### config.mk
export PLATFORM = sky130hd
export DESIGN_NAME = uart_tx_fifo
export DESIGN_NICKNAME = d
export VERILOG_FILES = /design/src/rtl/uart_tx_fifo.sv
export SDC_FILE = /design/constraint.sdc
export NUM_CORES = 1
export LEC_CHECK = 0
export CAP_MARGIN = 25
export CORE_MARGIN = 2
export CORE_UTILIZATION = 60
export DETAILED_ROUTE_END_ITERATION = 8
export PLACE_DENSITY = 0.79
export SLEW_MARGIN = 0
export SYNTH_ARGS = -nofsm -noshare
export SYNTH_HDL_FRONTEND = slang
export SYNTH_SLANG_ARGS = --single-unit
### constraint.sdc
create_clock -name cpu_clk -period 3.2 [get_ports cpu_clk]
set_input_delay 0.32 -clock cpu_clk [delete_from_list [all_inputs] [get_ports cpu_clk]]
set_output_delay 0.32 -clock cpu_clk [all_outputs]
set_load 0.02 [all_outputs]
### src/rtl/uart_tx_fifo.sv
// UART transmitter (8N1, LSB first) fed by a byte FIFO; frames go out back-to-back.
// Define UART_TX_PARITY_EN to insert an even-parity bit after the data bits (8E1).
module uart_tx_fifo #(
  parameter int CLKS_PER_BIT = 434,
  parameter int FIFO_DEPTH   = 8
) (
  input  logic                          cpu_clk,
  input  logic                          rst,
  input  logic                          wr_en,
  input  logic [7:0]                    wr_data,
  input  logic                          clr_ovr,
  output logic                          full,
  output logic                          empty,
  output logic [$clog2(FIFO_DEPTH):0]   level,
  output logic                          busy,
  output logic                          overrun,
  output logic                          tx
);

  localparam int PW = $clog2(FIFO_DEPTH);
  localparam int LW = PW + 1;
  localparam int CW = (CLKS_PER_BIT > 2) ? $clog2(CLKS_PER_BIT) : 1;

`ifdef UART_TX_PARITY_EN
  typedef enum logic [2:0] {IDLE, START, DATA, PARITY, STOP} state_t;
`else
  typedef enum logic [2:0] {IDLE, START, DATA, STOP} state_t;
`endif

  logic [7:0]    mem [FIFO_DEPTH];
  logic [PW-1:0] wr_ptr;
  logic [PW-1:0] rd_ptr;
  logic [7:0]    head;
  logic          push;
  logic          pop;

  state_t        state, state_nx;
  logic [CW-1:0] baud_cnt, baud_nx;
  logic [2:0]    bit_idx, bit_nx;
  logic [7:0]    sh, sh_nx;
  logic          tx_nx;
  logic          bit_end;
`ifdef UART_TX_PARITY_EN
  logic          par, par_nx;
`endif

  // A full FIFO rejects the write even if the FSM pops on the same edge.
  assign push  = wr_en && !full;
  assign full  = (level == LW'(FIFO_DEPTH));
  assign empty = (level == '0);
  assign head  = mem[rd_ptr];
  assign busy  = (state != IDLE);

  always_ff @(posedge cpu_clk or posedge rst) begin
    if (rst) begin
      wr_ptr <= '0;
      rd_ptr <= '0;
      level  <= '0;
    end else begin
      if (push) wr_ptr <= wr_ptr + 1'b1;
      if (pop)  rd_ptr <= rd_ptr + 1'b1;
      case ({push, pop})
        2'b10:   level <= level + 1'b1;
        2'b01:   level <= level - 1'b1;
        default: level <= level;
      endcase
    end
  end

  always_ff @(posedge cpu_clk) begin
    if (push) mem[wr_ptr] <= wr_data;
  end

  // Set has priority over clear so a drop on the clearing edge is not lost.
  always_ff @(posedge cpu_clk or posedge rst) begin
    if (rst)                 overrun <= 1'b0;
    else if (wr_en && full)  overrun <= 1'b1;
    else if (clr_ovr)        overrun <= 1'b0;
  end

  always_ff @(posedge cpu_clk or posedge rst) begin
    if (rst) begin
      state    <= IDLE;
      baud_cnt <= '0;
      bit_idx  <= '0;
      sh       <= '0;
      tx       <= 1'b1;
`ifdef UART_TX_PARITY_EN
      par      <= 1'b0;
`endif
    end else begin
      state    <= state_nx;
      baud_cnt <= baud_nx;
      bit_idx  <= bit_nx;
      sh       <= sh_nx;
      tx       <= tx_nx;
`ifdef UART_TX_PARITY_EN
      par      <= par_nx;
`endif
    end
  end

  assign bit_end = (baud_cnt == CW'(CLKS_PER_BIT - 1));

  always_comb begin
    state_nx = state;
    baud_nx  = baud_cnt;
    bit_nx   = bit_idx;
    sh_nx    = sh;
    tx_nx    = tx;
    pop      = 1'b0;
`ifdef UART_TX_PARITY_EN
    par_nx   = par;
`endif
    // Baud counter restarts at every bit boundary so each bit is exact.
    if (state != IDLE) baud_nx = bit_end ? '0 : baud_cnt + 1'b1;

    case (state)
      IDLE: begin
        if (!empty) begin
          pop      = 1'b1;
          sh_nx    = head;
          tx_nx    = 1'b0;
          state_nx = START;
`ifdef UART_TX_PARITY_EN
          par_nx   = ^head;
`endif
        end
      end
      START: begin
        if (bit_end) begin
          state_nx = DATA;
          tx_nx    = sh[0];
          bit_nx   = '0;
        end
      end
      DATA: begin
        if (bit_end) begin
          if (bit_idx == 3'd7) begin
`ifdef UART_TX_PARITY_EN
            state_nx = PARITY;
            tx_nx    = par;
`else
            state_nx = STOP;
            tx_nx    = 1'b1;
`endif
          end else begin
            bit_nx = bit_idx + 1'b1;
            sh_nx  = {1'b0, sh[7:1]};
            tx_nx  = sh[1];
          end
        end
      end
`ifdef UART_TX_PARITY_EN
      PARITY: begin
        if (bit_end) begin
          state_nx = STOP;
          tx_nx    = 1'b1;
        end
      end
`endif
      STOP: begin
        if (bit_end) begin
          if (!empty) begin
            pop      = 1'b1;
            sh_nx    = head;
            tx_nx    = 1'b0;
            state_nx = START;
`ifdef UART_TX_PARITY_EN
            par_nx   = ^head;
`endif
          end else begin
            state_nx = IDLE;
          end
        end
      end
      default: begin
        state_nx = IDLE;
        tx_nx    = 1'b1;
      end
    endcase
  end

endmodule

==> out/results.txt, run 1 <==
outcome: finished, final reports clean
port bufs: 20
Hold Vio Cnt, Final: 0
Leak: 1.89 nW
Max Cap Viol: 0
Ports: 21
fin nets: 356
DIE AREA: 8090 um2
top-area cell type share of the netlist area: 43.4%
Synth Instances: 298
HP Class: input port to async pin
CTS H-tree depth: 3
initial antenna violation count: 0
CTS clk-pin slew, worst paths: 0.11 ns
hold_buf cts: 0
peak supply drop: 528 uV
Netlist Area Pre-Place: 4430 um2
CTS tree: built
core area: 7210 um2
gp weighted congestion: 0.784
Yosys cell types: 54
commonest cells in the netlist: 64 x edfxtp_1, 33 x dfrtp_1, 21 x nand2_1
R2R setup slack: 0.39 ns
initial core utilization: 61.4%
setup bufs post-CTS: 0
Worst Path Arrival: 3.11 ns
Post-synth EDFFs: 64
CTS Buffer Depth: 2
DRC Markers: 0
Slew Limit Fails: 0
Antenna Violating Nets Remaining: 0
Finished Layout Cells: 435
Layout area overhead: 12.1%
ratio of cells with drive above 1 in the final layout: 14.3%
via count of the first global-routing pass: 2573
Post-Syn Nets: 323
most numerous cell in the Yosys netlist: edfxtp_1
kind of critical path: register to register
remaining global-route overflow: 0
pwr dens: 891 nW/um2
Chip Width: 89.9 um
Worst-Margin Slew: 0.891 ns
TritonCTS buffer count: 9
Pwr Total: 4.43 mW
largest net degree at the start of global routing: 24
post-synthesis sequential area ratio: 62.6%
CP Launch Type: register
Site Rows: 31
syn avg cell area: 14.9 um2
fmax: 355 MHz
cts repair resizes: 0
filler cell count: 514
Vias/cell: 5.80
RSZ-0062 raised after global routing: no
GRT Total Usage: 21.2%
DRT iter0 DRCs: 134
clk sinks: 98
clk_lat worst skew: 0.37 ns
TritonRoute pass-1 iters: 4
CTS root buf: clkbuf_8
synth top area cells: edfxtp_1 43%, dfrtp_1 19%, mux4_1 7.1%, ha_1 3.7%, o21ai_0 2.1%
Storage cell area: 2770 um2
Chip Height: 89.9 um
area of the multi-input gates: 1520 um2
CP endpoint kind: register
Async SR Flop Fraction: 34.7%
synth warn: 0
period utilization: 87.9%
# diodes: 0
setup_tns: 0 ns
Tmin final: 2.81 ns
placed cells: 419
final core occ: 68.9%
DP Wirelength: 5280 um
global-route wire length before repair: 13200 um
Slew HR: 40.5%
Top FF cell, synth: edfxtp_1
flops & latches, synth: 98
final setup fails: 0
WL per Instance: 17.9 um
Post-Route WL: 7790 um
dominant cell type by area after synthesis: edfxtp_1
clk_skew: 0.0145 ns
Crit Path Max Fanout: 8
Via Count: 2523
worst path required time: 3.49 ns
-- cell families after synthesis --
family,count (synthesis),synth area share (%)
and+or+nand+nor,70,8.36
DFF,98,62.6
buffers and inverters,24,2.99
muxes,32,12.7
AOI/OAI and AO/OA,48,7.15
adders and majority gates,13,3.67
xor gates and xnor gates,13,2.57
-- per-layer routing --
layer / track usage, % / wire [um]
met4: 6.54 / 102
met1: 27.4 / 3420
met2: 36.3 / 4090
met5: 0 / 0
met3: 4.53 / 170
-- report_power, final --
| group | total [mW] | internal, mW | switching [mW] |
|---|---|---|---|
| Sequential | 1.99 | 1.67 | 0.321 |
| Combinational | 1.64 | 0.828 | 0.815 |
| Clock | 0.791 | 0.313 | 0.478 |
-- state kept, by name, indices dropped and copies added, names as in the netlist --
name	count
level	4
baud_cnt	9
wr_ptr	3
tx	1
state	2
sh	8
bit_idx	3
rd_ptr	3
mem	64
overrun	1
-- final cells by class --
type / count / share of cell area, %
clock inverter: 7 / 1.54
tap: 99 / 2.49
clock buffer: 9 / 2.49
inverter: 13 / 0.982
multi-input combinational: 176 / 30.7
sequential: 98 / 55.8
timing repair buffer: 33 / 5.99
-- layout by cell type (no fill, tap or decap), drive strengths merged, types with 4 or more instances in the layout --
cell type / synthesis / routed
inv: 13 / 18
clkdlybuf4s50: 0 / 20
nand2b: 4 / 4
mux2i: 8 / 8
a21oi: 7 / 7
xnor2: 7 / 7
clkbuf: 3 / 9
xor2: 6 / 6
nor2: 18 / 18
nor3: 4 / 4
ha: 13 / 13
mux4: 14 / 14
nand2: 21 / 21
edfxtp: 64 / 64
dfrtp: 33 / 33
mux2: 10 / 10
buf: 8 / 13
o21ai: 21 / 21
-- through the flow --
| stage | area (um2) | worst slack (ns) | hold WS (ns) |
|---|---|---|---|
| after floorplan | 4430 | 0.256 | 0.419 |
| after CTS | 4970 | 0.403 | 0.464 |
| after global placement | 4770 | 0.566 | 0.489 |
| after detailed placement | 4770 | 0.433 | 0.495 |
| final | 4970 | 0.386 | 0.432 |
| after global routing | 4970 | 0.144 | 0.521 |
-- critical path: stages (launching register included) --
cell and delay (ns):
dfrtp_1 0.41, inv_1 0.08, ha_1 0.13, and3b_1 0.32
a41oi_1 0.20, or3_4 0.39, inv_1 0.09, ha_1 0.25
nor4bb_1 0.33, a211oi_1 0.08, a211oi_1 0.29, xor2_1 0.18
-- final timing paths --
path | startpoint | endpoint | cells after the start
setup / recovery | baud_cnt[1]$_DFFE_PP0N_ | level[3]$_DFFE_PP0P_ | 11
hold / removal | rst | wr_ptr[0]$_DFFE_PP0P_ | 2
setup reg to reg | baud_cnt[1]$_DFFE_PP0N_ | level[3]$_DFFE_PP0P_ | 11
hold reg to reg | tx$_DFFE_PP1P_ | tx$_DFFE_PP1P_ | 2
max in group asynchronous | rst | bit_idx[1]$_DFFE_PP0P_ | 3
min in group cpu_clk | tx$_DFFE_PP1P_ | tx$_DFFE_PP1P_ | 2
Power figures use the tool's default switching activity.
==> inputs of run 2 (changes only) <==
- CORE_UTILIZATION: 60 -> 62
- CTS_BUF_LIST: not set -> sky130_fd_sc_hd__clkbuf_4
- MAX_ROUTING_LAYER: not set -> met4
- PLACE_DENSITY: 0.79 -> 0.82
==> run 2 against run 1 <==
Against the previous run: register-to-register slack improved by 0.03 ns; first-iteration DRC count rose by 9.0%; sequential share of layout area rose by 0.68 points; cell count fell by 0.69%; critical endpoint is now level[2]$_DFFE_PP0P_; core utilization rose by 2.6 points; clock-buffer cell count did not move; highest routed layer unchanged; via count barely moved; setup slack improved by 0.034 ns.
==> out/results.txt, run 2 (synthesis results as in run 1) <==
outcome: finished, final reports clean (unchanged)
Worst path max stage delay: 0.44 ns (was 0.41 ns)
fin nets: 356 (unchanged)
initial core utilization: 64.5% (was 61.4%)
hold_buf cts: 0 (unchanged)
Hold Vio Cnt, Final: 0 (unchanged)
Vias/cell: 5.84 (was 5.80)
Worst-Margin Slew: 0.897 ns (was 0.891 ns)
HP Class: input port to async pin (unchanged)
TritonRoute pass-1 iters: 4 (unchanged)
Critical Path Start: baud_cnt[1]$_DFFE_PP0N_ (unchanged)
setup_tns: 0 ns (unchanged)
CTS clk-pin slew, worst paths: 0.16 ns (was 0.11 ns)
clk sinks: 98 (unchanged)
# diodes: 0 (unchanged)
RSZ-0062 raised after global routing: no (unchanged)
Crit Path Max Fanout: 8 (unchanged)
most frequent cells in the layout: 64 x edfxtp_1, 33 x dfrtp_1, 21 x nand2_1, 20 x clkdlybuf4s50_1, 19 x o21ai_0 (unchanged)
Placement Cell Area: 4760 um2 (was 4770 um2)
critical path cell sequence: inv_1, ha_1, and3b_1, a41oi_1, or3_4, inv_1, ha_1, xor2_1, ha_1, a21oi_1, xor2_1, nor2_1, xor2_1 (was inv_1, ha_1, and3b_1, a41oi_1, or3_4, inv_1, ha_1, nor4bb_1, a211oi_1, a211oi_1, xor2_1)
CP Launch Type: register (unchanged)
area of the multi-input gates: 1520 um2 (unchanged)
CTS tree: built (unchanged)
GRT Total Usage: 23.2% (was 21.2%)
Layout area overhead: 10.8% (was 12.1%)
Bufs and invs on worst path: 2 (unchanged)
Slew HR: 40.2% (was 40.5%)
largest net degree at the start of global routing: 35 (was 24)
period utilization: 86.9% (was 87.9%)
clk_lat worst skew: 0.45 ns (was 0.37 ns)
wire length on met1: 3350 um (was 3420 um)
kind of critical path: register to register (unchanged)
met2 WL: 4190 um (was 4090 um)
CTS H-tree depth: 3 (unchanged)
placed cells: 416 (was 419)
Tmin final: 2.78 ns (was 2.81 ns)
Critical Path Slowest Stage Cell: dfrtp_1 (unchanged)
pre-CTS WS: 0.469 ns (was 0.433 ns)
final setup fails: 0 (unchanged)
Antenna Violating Nets Remaining: 0 (unchanged)
clk_skew: 0.0178 ns (was 0.0145 ns)
global-route wire length before repair: 12800 um (was 13200 um)
Worst Path Arrival: 3.13 ns (was 3.11 ns)
Ports: 21 (unchanged)
DRC Markers: 0 (unchanged)
Pwr Total: 4.28 mW (was 4.43 mW)
Biggest register: mem (unchanged)
Storage cell area: 2770 um2 (unchanged)
Slew Limit Fails: 0 (unchanged)
TritonCTS buffer count: 9 (unchanged)
Max Cap Viol: 0 (unchanged)
worst setup margin: 0.421 ns (was 0.386 ns)
remaining global-route overflow: 0 (unchanged)
peak supply drop: 460 uV (was 528 uV)
via count of the first global-routing pass: 2505 (was 2573)
worst path required time: 3.55 ns (was 3.49 ns)
DIE AREA: 7840 um2 (was 8090 um2)
core area: 6870 um2 (was 7210 um2)
Leak: 1.87 nW (was 1.89 nW)
CP endpoint kind: register (unchanged)
fmax: 360 MHz (was 355 MHz)
commonest non-fill, non-tap cell in the layout: edfxtp_1 (unchanged)
CP delay by family, top: simple AND/OR/NAND/NOR gates (unchanged)
initial antenna violation count: 0 (unchanged)
fin area: 4910 um2 (was 4970 um2)
ratio of cells with drive above 1 in the final layout: 14.3% (unchanged)
max reg flops: 64 (unchanged)
DR WL met3: 255 um (was 170 um)
cts repair resizes: 0 (unchanged)
R2R Path Start: baud_cnt[1]$_DFFE_PP0N_ (unchanged)
WL per Instance: 18.3 um (was 17.9 um)
Hold WS: 0.259 ns (was 0.432 ns)
port bufs: 20 (unchanged)
gp weighted congestion: 0.794 (was 0.784)
Finished Layout Cells: 432 (was 435)
largest registers: mem: 64 flops, baud_cnt: 9 flops, sh: 8 flops (unchanged)
Post-Route WL: 7900 um (was 7790 um)
DP Wirelength: 5390 um (was 5280 um)
Via Count: 2521 (was 2523)
CTS Buffer Depth: 2 (unchanged)
filler cell count: 477 (was 514)
Chip Height: 88.5 um (was 89.9 um)
Chip Width: 88.5 um (was 89.9 um)
Top Metal Used: met4 (unchanged)
final core occ: 71.5% (was 68.9%)
setup bufs post-CTS: 0 (unchanged)
CTS root buf: clkbuf_4 (was clkbuf_8)
DRT iter0 DRCs: 146 (was 134)
Site Rows: 30 (was 31)
pwr dens: 871 nW/um2 (was 891 nW/um2)
==> run 2: changes by cell type in the layout (fill, tap and decap cells not counted) <==
cell,change
clkbuf_4,+9
clkinv_4,+1
inv_6,-1
clkbuf_8,-9
==> run 2: worst paths after layout <==
kind,slack (ns),cells after the start,end
worst max-delay path,0.42,13,level[2]$_DFFE_PP0P_
worst min-delay path,0.26,3,level[0]$_DFFE_PP0P_
worst max register to register,0.42,13,level[2]$_DFFE_PP0P_
worst min register to register,0.52,2,sh[5]$_DFFE_PP0P_
max in group asynchronous,2.60,3,tx$_DFFE_PP1P_
min in group cpu_clk,0.46,2,overrun$_DFFE_PP0P_
==> run 2: worst min-delay path: stages <==
cell             delay (ns)
clkdlybuf4s50_1        0.40
inv_1                  0.05
buf_4                  0.38
==> run 2: power by group <==
group	total (mW)	switching (mW)	internal, mW
combinational	1.62	0.801	0.821
clock	0.648	0.459	0.189
sequential	2.01	0.336	1.67
==> run 2: routing by layer <==
metal  global-route usage [%]  up-vias
met3                     5.13        9
met5                        -        -
li1                         -     1205
met4                     5.37        0
met2                     37.9       51
met1                     30.3     1256
==> run 2: area by class of cell <==
type | instances | area share [%]
clock inverters | 7 | 1.55
flip-flops and latches | 98 | 56.5
repair buffers | 33 | 6.07
clock buffers | 9 | 1.38
well taps | 96 | 2.45
inverters | 13 | 0.994
multi-input cells | 176 | 31.0
==> inputs of run 3 (changes only) <==
- CORE_UTILIZATION: 62 -> 65
- DONT_BUFFER_PORTS: not set -> 1
- GPL_TIMING_DRIVEN: not set -> 0
- PLACE_DENSITY: 0.82 -> 0.81
==> run 3 against run 2 <==
Against the previous run: sequential share of layout area grew 0.66 points; critical path depth down 2; wire length decreased by 0.27%; combinational power is essentially flat; critical endpoint unchanged; sequential power decreased by 3%; die area fell by 4.4%.
==> out/results.txt, run 3 (synthesis results as in run 1) <==
outcome: finished, final reports clean (unchanged)
Crit Path Max Fanout: 9 (was 8)
fmax: 344 MHz (was 360 MHz)
peak supply drop: 507 uV (was 460 uV)
setup bufs post-CTS: 0 (unchanged)
Leak: 1.86 nW (was 1.87 nW)
Finished Layout Cells: 410 (was 432)
Chip Height: 86.6 um (was 88.5 um)
clk_skew: 0.0274 ns (was 0.0178 ns)
Worst Path Arrival: 3.25 ns (was 3.13 ns)
Via Count: 2497 (was 2521)
largest registers: mem: 64 flops, baud_cnt: 9 flops, sh: 8 flops (unchanged)
CP delay by family, top: simple AND/OR/NAND/NOR gates (unchanged)
Crit path depth: 11 (was 13)
CTS root buf: clkbuf_4 (unchanged)
GRT Total Usage: 23.7% (was 23.2%)
gp weighted congestion: 0.839 (was 0.794)
Vias/cell: 6.09 (was 5.84)
via count of the first global-routing pass: 2463 (was 2505)
fin nets: 350 (was 356)
Bufs and invs on worst path: 2 (unchanged)
Layout area overhead: 9.52% (was 10.8%)
initial antenna violation count: 0 (unchanged)
DIE AREA: 7490 um2 (was 7840 um2)
Critical Path Slowest Stage Cell: or4_4 (was dfrtp_1)
final core occ: 72.6% (was 71.5%)
Site Rows: 30 (unchanged)
fin area: 4850 um2 (was 4910 um2)
max reg flops: 64 (unchanged)
Slew HR: 37.3% (was 40.2%)
core area: 6680 um2 (was 6870 um2)
Tmin final: 2.91 ns (was 2.78 ns)
most frequent cells in the layout: 64 x edfxtp_1, 33 x dfrtp_1, 21 x nand2_1, 19 x o21ai_0, 16 x nor2_1 (was 64 x edfxtp_1, 33 x dfrtp_1, 21 x nand2_1, 20 x clkdlybuf4s50_1, 19 x o21ai_0)
RSZ-0062 raised after global routing: no (unchanged)
TritonCTS buffer count: 9 (unchanged)
Worst-Margin Slew: 0.937 ns (was 0.897 ns)
Biggest register: mem (unchanged)
Placement Cell Area: 4580 um2 (was 4760 um2)
HP Class: input port to register (was input port to async pin)
largest net degree at the start of global routing: 20 (was 35)
ratio of cells with drive above 1 in the final layout: 14.2% (was 14.3%)
R2R setup slack: 0.29 ns (was 0.42 ns)
final setup fails: 0 (unchanged)
filler cell count: 450 (was 477)
CP endpoint kind: register (unchanged)
CTS Buffer Depth: 2 (unchanged)
kind of critical path: register to register (unchanged)
min-delay src: wr_en
R2R depth: 11 (was 13)
pwr dens: 885 nW/um2 (was 871 nW/um2)
Post-Route WL: 7870 um (was 7900 um)
clk_lat worst skew: 0.45 ns (about the same)
# diodes: 0 (unchanged)
cts repair resizes: 0 (unchanged)
DRC Markers: 0 (unchanged)
TritonRoute pass-1 iters: 5 (was 4)
worst path required time: 3.54 ns (was 3.55 ns)
port bufs: 0 (was 20)
Worst path max stage delay: 0.60 ns (was 0.44 ns)
Ports: 21 (unchanged)
placed cells: 383 (was 416)
global-route wire length before repair: 12600 um (was 12800 um)
CTS tree: built (unchanged)
setup_tns: 0 ns (unchanged)
Hold Vio Cnt, Final: 0 (unchanged)
hold_buf cts: 11 (was 0)
DRT iter0 DRCs: 172 (was 146)
initial core utilization: 66.3% (was 64.5%)
clk sinks: 98 (unchanged)
CTS clk-pin slew, worst paths: 0.16 ns (about the same)
Critical Path Start: level[1]$_DFFE_PP0P_ (was baud_cnt[1]$_DFFE_PP0N_)
CP Launch Type: register (unchanged)
Setup crit end: level[2]$_DFFE_PP0P_ (unchanged)
Chip Width: 86.6 um (was 88.5 um)
DP Wirelength: 5230 um (was 5390 um)
critical path cell sequence: or4_4, inv_1, or3_4, inv_1, ha_1, xor2_1, ha_1, a21oi_1, xor2_1, nor2_1, xor2_1 (was inv_1, ha_1, and3b_1, a41oi_1, or3_4, inv_1, ha_1, xor2_1, ha_1, a21oi_1, xor2_1, nor2_1, xor2_1)
R2R Path Start: level[1]$_DFFE_PP0P_ (was baud_cnt[1]$_DFFE_PP0N_)
Slew Limit Fails: 0 (unchanged)
Crit path top cell by count: xor2_1
remaining global-route overflow: 0 (unchanged)
Worst R2R End: level[2]$_DFFE_PP0P_ (unchanged)
WL per Instance: 19.2 um (was 18.3 um)
period utilization: 90.9% (was 86.9%)
CTS H-tree depth: 3 (unchanged)
Antenna Violating Nets Remaining: 0 (unchanged)
commonest non-fill, non-tap cell in the layout: edfxtp_1 (unchanged)
Max Cap Viol: 0 (unchanged)
run 3: changes by cell type in the layout (fill, tap and decap cells not counted), sizes merged:
cell	change
clkdlybuf4s50	-20
dlygate4sd3	+11
clkbuf	+3
bufinv	+1
inv	-1
run 3: layout make-up:
class                      instances  area [um2]  share of cell area (%)
multi-input combinational        176        1520                    31.4
timing repair buffer              16         161                    3.33
tap                               80         100                    2.06
clock buffer                       9        67.6                    1.39
clock inverter                     7        92.6                    1.91
buffer                            11        83.8                    1.73
sequential                        98        2770                    57.2
inverter                          13        48.8                    1.01
run 3: worst min-delay path by stage:
stage,to,slack [ns],cells past startpoint
floorplan,mem[0][0]$_DFFE_PP_,0.42,0
CTS,wr_ptr[1]$_DFFE_PP0P_,0.15,3
detailed placement,level[3]$_DFFE_PP0P_,0.35,1
global route,wr_ptr[1]$_DFFE_PP0P_,0.14,3
finish,wr_ptr[1]$_DFFE_PP0P_,0.17,3
global placement,mem[3][6]$_DFFE_PP_,0.42,0
run 3: stage by stage:
stage	total power [mW]	hold slack, ns	worst slack [ns]
after floorplan	3.19	0.419	0.256
after global placement	3.49	0.419	-0.0949
after detailed placement	3.58	0.350	0.320
after CTS	4.31	0.150	0.292
after global routing	4.58	0.144	0.114
final	4.29	0.171	0.291
run 3: metal layers:
metal	up-vias	share of wire, %	global-route usage [%]
li1	1188	-	-
met1	1234	43	30.9
met4	0	1.5	9.23
met5	-	0	-
met3	14	4.8	5.33
met2	61	50	36.9
run 3: report_power, final:
part	total, mW	internal, mW	switching [mW]
logic	1.64	0.775	0.863
registers	1.94	1.67	0.270
clock network	0.710	0.259	0.451
run 3: worst reg2reg max path: stages (launching register included):
cell and delay [ns]:
dfrtp_1 0.58, or4_4 0.60, inv_1 0.25, or3_4 0.21
inv_1 0.06, ha_1 0.23, xor2_1 0.16, ha_1 0.20
a21oi_1 0.15, xor2_1 0.15, nor2_1 0.06, xor2_1 0.14
